`config.mk`:
```
export PLATFORM = sky130hd
export DESIGN_NAME = uart_com_fifo
export DESIGN_NICKNAME = d
export VERILOG_FILES = /design/src/rtl/uart_com_fifo.sv
export SDC_FILE = /design/constraint.sdc
export NUM_CORES = 1
export LEC_CHECK = 0
export ABC_AREA = 1
export ABC_CLOCK_PERIOD_IN_PS = 3100
export CAP_MARGIN = 10
export CORE_MARGIN = 2
export CORE_UTILIZATION = 61
export DETAILED_ROUTE_END_ITERATION = 8
export PLACE_DENSITY = 0.86
export SYNTH_ARGS = -nofsm -noshare
export SYNTH_HDL_FRONTEND = slang
export SYNTH_SLANG_ARGS = --single-unit
```
`constraint.sdc`:
```
create_clock -name clk -period 3.1 [get_ports clk]
set_input_delay 0.93 -clock clk [delete_from_list [all_inputs] [get_ports clk]]
set_output_delay 0.93 -clock clk [all_outputs]
set_load 0.005 [all_outputs]
```
`src/rtl/uart_com_fifo.sv`:
```
// uart_com_fifo: RX and TX byte FIFOs between the uart comm-mode port and core 0, plus a paced TX sender.
// Latency: an RX byte is visible 1 cycle after uart_rec_valid; a TX request follows 2 cycles after com_tx_wr into an empty FIFO.
// Backpressure: none upstream; a push into a full FIFO drops the byte and sets a sticky com_ovf bit; the sender waits on uart_send_ready.
//
// Ports:
//   clk, rstn                            clock, synchronous active-low reset
//   uart_rec_valid, uart_rec_data        received byte strobe from uart
//   uart_send_ready                      uart transmitter idle
//   uart_send_req, uart_send_data        one-cycle transmit request and its byte
//   com_rx_rd, com_rx_data               core pop and show-ahead head byte
//   com_rx_empty, com_rx_count           RX status
//   com_tx_wr, com_tx_wdata              core push into TX FIFO
//   com_tx_full, com_tx_count            TX status
//   com_ovf, com_ovf_clr                 sticky overflow flags (bit0 RX, bit1 TX) and per-bit clear

module uart_com_fifo #(
  parameter int DEPTH_LOG2 = 4
) (
  input  logic                  clk,
  input  logic                  rstn,
  input  logic                  uart_rec_valid,
  input  logic [7:0]            uart_rec_data,
  input  logic                  uart_send_ready,
  output logic                  uart_send_req,
  output logic [7:0]            uart_send_data,
  input  logic                  com_rx_rd,
  output logic [7:0]            com_rx_data,
  output logic                  com_rx_empty,
  output logic [DEPTH_LOG2:0]   com_rx_count,
  input  logic                  com_tx_wr,
  input  logic [7:0]            com_tx_wdata,
  output logic                  com_tx_full,
  output logic [DEPTH_LOG2:0]   com_tx_count,
  output logic [1:0]            com_ovf,
  input  logic [1:0]            com_ovf_clr
);

  localparam int DEPTH = 1 << DEPTH_LOG2;
  localparam logic [DEPTH_LOG2:0] FULL_CNT = (DEPTH_LOG2 + 1)'(DEPTH);

  typedef enum logic [1:0] {
    S_IDLE,
    S_REQ,
    S_HOLD,
    S_DRAIN
  } state_t;

  // ---------------------------------------------------------------------------
  // RX FIFO
  // ---------------------------------------------------------------------------
  logic [7:0]            rx_mem [DEPTH];
  logic [DEPTH_LOG2-1:0] rx_wr_ptr;
  logic [DEPTH_LOG2-1:0] rx_rd_ptr;
  logic [DEPTH_LOG2:0]   rx_cnt;
  logic                  rx_full;
  logic                  rx_empty;
  logic                  rx_push;
  logic                  rx_pop;
  logic                  rx_ovf_set;

  assign rx_empty   = (rx_cnt == '0);
  assign rx_full    = (rx_cnt == FULL_CNT);
  assign rx_pop     = com_rx_rd && !rx_empty;
  // A pop in the same cycle frees the slot, so a push into a full FIFO still lands.
  assign rx_push    = uart_rec_valid && (!rx_full || rx_pop);
  assign rx_ovf_set = uart_rec_valid && rx_full && !rx_pop;

  always_ff @(posedge clk) begin
    if (!rstn) begin
      rx_wr_ptr <= '0;
      rx_rd_ptr <= '0;
      rx_cnt    <= '0;
      for (int i = 0; i < DEPTH; i++) begin
        rx_mem[i] <= '0;
      end
    end else begin
      if (rx_push) begin
        rx_mem[rx_wr_ptr] <= uart_rec_data;
        rx_wr_ptr         <= rx_wr_ptr + 1'b1;
      end
      if (rx_pop) begin
        rx_rd_ptr <= rx_rd_ptr + 1'b1;
      end
      case ({rx_push, rx_pop})
        2'b10:   rx_cnt <= rx_cnt + 1'b1;
        2'b01:   rx_cnt <= rx_cnt - 1'b1;
        default: rx_cnt <= rx_cnt;
      endcase
    end
  end

  assign com_rx_data  = rx_mem[rx_rd_ptr];
  assign com_rx_empty = rx_empty;
  assign com_rx_count = rx_cnt;

  // ---------------------------------------------------------------------------
  // TX FIFO
  // ---------------------------------------------------------------------------
  logic [7:0]            tx_mem [DEPTH];
  logic [DEPTH_LOG2-1:0] tx_wr_ptr;
  logic [DEPTH_LOG2-1:0] tx_rd_ptr;
  logic [DEPTH_LOG2:0]   tx_cnt;
  logic                  tx_full;
  logic                  tx_empty;
  logic                  tx_push;
  logic                  tx_pop;
  logic                  tx_ovf_set;
  logic                  tx_pending;

  assign tx_empty   = (tx_cnt == '0);
  assign tx_full    = (tx_cnt == FULL_CNT);
  assign tx_push    = com_tx_wr && (!tx_full || tx_pop);
  assign tx_ovf_set = com_tx_wr && tx_full && !tx_pop;

  always_ff @(posedge clk) begin
    if (!rstn) begin
      tx_wr_ptr  <= '0;
      tx_rd_ptr  <= '0;
      tx_cnt     <= '0;
      tx_pending <= 1'b0;
      for (int i = 0; i < DEPTH; i++) begin
        tx_mem[i] <= '0;
      end
    end else begin
      if (tx_push) begin
        tx_mem[tx_wr_ptr] <= com_tx_wdata;
        tx_wr_ptr         <= tx_wr_ptr + 1'b1;
      end
      if (tx_pop) begin
        tx_rd_ptr <= tx_rd_ptr + 1'b1;
      end
      case ({tx_push, tx_pop})
        2'b10:   tx_cnt <= tx_cnt + 1'b1;
        2'b01:   tx_cnt <= tx_cnt - 1'b1;
        default: tx_cnt <= tx_cnt;
      endcase
      // Registered copy of "TX not empty": the sender reacts one cycle after
      // the count changes, which keeps the FIFO count off the request path.
      // It can be stale right after a pop, but the sender is then busy in
      // REQ/HOLD/DRAIN for at least three cycles, long enough to settle.
      tx_pending <= (tx_cnt != '0);
    end
  end

  assign com_tx_full  = tx_full;
  assign com_tx_count = tx_cnt;

  // ---------------------------------------------------------------------------
  // TX sender
  // ---------------------------------------------------------------------------
  state_t     state;
  state_t     state_nx;
  logic       send_req_nx;
  logic [7:0] send_data_nx;

  always_ff @(posedge clk) begin
    if (!rstn) begin
      state          <= S_IDLE;
      uart_send_req  <= 1'b0;
      uart_send_data <= '0;
    end else begin
      state          <= state_nx;
      uart_send_req  <= send_req_nx;
      uart_send_data <= send_data_nx;
    end
  end

  always_comb begin
    state_nx     = state;
    send_req_nx  = 1'b0;
    send_data_nx = uart_send_data;
    tx_pop       = 1'b0;
    case (state)
      S_IDLE: begin
        if (tx_pending && !tx_empty && uart_send_ready) begin
          send_req_nx  = 1'b1;
          send_data_nx = tx_mem[tx_rd_ptr];
          tx_pop       = 1'b1;
          state_nx     = S_REQ;
        end
      end
      S_REQ: begin
        state_nx = S_HOLD;
      end
      // One dead cycle so uart has time to drop uart_send_ready before DRAIN
      // starts watching it.
      S_HOLD: begin
        state_nx = S_DRAIN;
      end
      S_DRAIN: begin
        if (uart_send_ready) begin
          state_nx = S_IDLE;
        end
      end
      default: begin
        state_nx = S_IDLE;
      end
    endcase
  end

  // ---------------------------------------------------------------------------
  // Sticky overflow flags; a set in the same cycle as a clear wins.
  // ---------------------------------------------------------------------------
  always_ff @(posedge clk) begin
    if (!rstn) begin
      com_ovf <= 2'b00;
    end else begin
      com_ovf <= (com_ovf & ~com_ovf_clr) | {tx_ovf_set, rx_ovf_set};
    end
  end

endmodule
```
==> run metrics <==
Setup-failing EPs final=2; DRT Wirelength=37900 um; CTS Sinks=300; Tcrit/Tclk final=1.02; die width=155 um; synthesized area=13900 um2; WL/cell=21.7 um; unrepaired setup endpoints after global routing=yes; largest family of logic cells by synthesized area=simple AND/OR/NAND/NOR gates; Max IR drop VDD=roughly 560 uV; CP Launch Type=flop; Netlist cell types=35; max-cap violations=0; layout cells sized above 1=0.144; port bufs=54; synth-to-layout area growth=17.9%; grt ovf=0; compound-gate portion of the synthesized area=0.105; pin count of the biggest net entering global routing=66; post-synthesis xor/xnor area fraction=0.00632; CTS tree=yes; Slew headroom=0.413; min-delay worst type=reg -> reg; number of global-route vias before repair=10500; post-route ant nets=0; highest-count cells in the layout ignoring fill and taps=nor2_1 (341), edfxtp_1 (256), inv_1 (106); DP Cell Count=between 1500 and 2000; syn nets=1385; share of the synthesized area in the top cell type=0.555; DRC viols=0; failing checks=negative setup slack; commonest non-fill, non-tap cell in the layout=nor2_1; die height=roughly 150 um; Worst Max-Slew Pin Slew=around 0.88 ns; Detailed Place HPWL=21400 um; power density over cell area=710 nW/um2; R2R cell count=15; post-synthesis cell count=1340; sequential share of the synthesized area=0.618; Avg Cell Area, Syn=roughly 10 um2; Hold Path Depth=2; first-pass GRT wire length=56400 um; crit path time final=between 3 and 4 ns; Max FO, Critical Path=5; Ys Warns=0; CTS buffer count=30; pre-CTS setup slack=-0.0361 ns; Leakage=about 6.7 nW; FP Rows=55; #FFs+latches synth=300; I/O Pins=55; via count=10900; full die area=approximately 24000 um2; status=complete, but fails checks; clk_lat worst skew=between 0.5 and 0.6 ns; Root Driver=clkbuf_16; pins over their slew limit=0; final hold vios=0; simple-gate share of the synthesized area=0.177; hold path startpoint=com_ovf[1]; Bufs on Longest Clock Path=3; diode count=0; Iter 0 DRT Violations=1503; critical path endpoint category=output pin; Reg clk slew, reported paths=about 0.07 ns; Area contributors post-synth=edfxtp_1 (55%), nor2_1 (9.2%), dfxtp_1 (6.4%); cell accounting for the most synthesized area=edfxtp_1; GP Congestion=0.929; Hold Path End=com_ovf[1]; GRT Total Usage=0.304; Final Non-Filler Cells=1741; Worst R2R End=com_rx_count[4]; Post-CTS Hold Buffers=0; Net count, final=1477; crit path setup slack, layout=-0.0774 ns; Achievable Freq=about 310 MHz; Pre-Repair DR Iteration Count=6; critical path class=reg -> out; Starting Density=0.616; initial antenna violation count=0; setup TNS=-0.0871 ns; multiplexer share of the synthesized area=0.0231; WP data arrival=approximately 2.3 ns; Critical R2R Launch=com_rx_count[0]; via-per-instance ratio=between 6 and 7; H-tree Lvls=1; core area=22500 um2; WP data required=2.17 ns; R2R setup slack=0.54 ns; post-synthesis adder-cell area fraction=0.0195; skew final=0.0151 ns
## state kept, by name (all words and copies together), names as in the netlist, named ones only
register	count
tx_mem	128
com_rx_count	5
uart_send_req	1
state	2
rx_wr_ptr	4
rx_rd_ptr	4
tx_rd_ptr	4
com_ovf	2
tx_pending	1
uart_send_data	8
com_tx_count	5
tx_wr_ptr	4
rx_mem	128
## worst max-delay path by stage
| stage | start | endpoint | slack (ns) | cells past startpoint |
|---|---|---|---|---|
| 6_report | flop | com_rx_data[6] | -0.08 | 8 |
| 5_1_grt | flop | com_rx_data[6] | -0.09 | 8 |
| 3_5_place_dp | uart_send_ready | com_tx_count[4] | -0.04 | 14 |
| 2_1_floorplan | rstn | rx_mem[8][0] | 0.61 | 7 |
| 4_1_cts | flop | com_rx_data[0] | -0.16 | 7 |
| 3_3_place_gp | uart_send_ready | com_tx_count[4] | 0.06 | 14 |
## cells in the mapped netlist
library cell and number:
a21oi_1 51, nand3b_1 1, nand4_1 5, nor2_4 4, clkinv_1 3, mux2i_1 32
nand3_1 52, inv_2 1, o21a_1 8, ha_1 20, nor2_1 341, buf_2 13
nand4_2 1, o21ai_0 118, fa_1 1, nor2_2 18, inv_4 1, edfxtp_1 256
clkbuf_1 57, nand2_2 18, a2bb2oi_1 1, a211oi_1 1, nand2_1 89, xnor2_1 2
nand2_4 13, nor2_8 4, o221ai_1 32, inv_1 107, xor2_1 8, buf_4 1
o21bai_1 1, nand3_2 3, o211ai_1 32, dfxtp_1 44, buf_1 1
## power breakdown
part | internal [mW] | switching, mW | total, mW
Sequential | 4.64 | 0.209 | 4.85
Clock | 2.43 | 1.56 | 3.99
Combinational | 1.11 | 1.65 | 2.76
## stage by stage
stage	utilization	hold slack (ns)	cell area, um2	total power [mW]
after floorplan	-	0.447	13900	6.34
after global placement	0.663	0.458	14900	7.12
after detailed placement	0.663	0.497	14900	7.19
after CTS	0.718	0.512	16200	11.3
after global routing	0.726	0.532	16300	12.0
final	0.726	0.511	16300	11.6
## cell families after synthesis
family / count (synthesis)
xor+xnor: 10
fa+ha+maj: 21
mux: 32
buf+inv: 184
compound gates: 244
flops: 300
simple gates: 549
## metal layers
metal,vias to the layer above,track usage,share of wire
met2,800,0.528,0.50
met4,0,0.166,0.057
met1,5161,0.362,0.34
li1,4790,-,-
met5,-,0,0
met3,180,0.0549,0.10
## area by class of cell
cell class | instances | area, um2
multi-input cells | 856 | 4630
clock inverters | 7 | 87.6
repair buffers | 130 | 1220
clock buffers | 49 | 1030
flip-flops and latches | 300 | 8580
repair inverters | 2 | 12.5
well taps | 285 | 357
fillers | 1383 | 6160
inverters | 112 | 427
## timing repair
item	CTS	global route
cloned	3	2
pin swaps	19	16
buffers inserted	8	9
setup endpoints to repair	8	7
resized for setup	25	33
## worst max-delay path: stages, from the launching register on
cell and delay [ns]:
dfxtp_4 0.45, clkinvlp_4 0.19, buf_6 0.16, buf_6 0.11
buf_6 0.12, o211ai_1 0.31, nand3_1 0.14, nand2_1 0.10
buf_2 0.11
(Power assumes the default switching activity.)
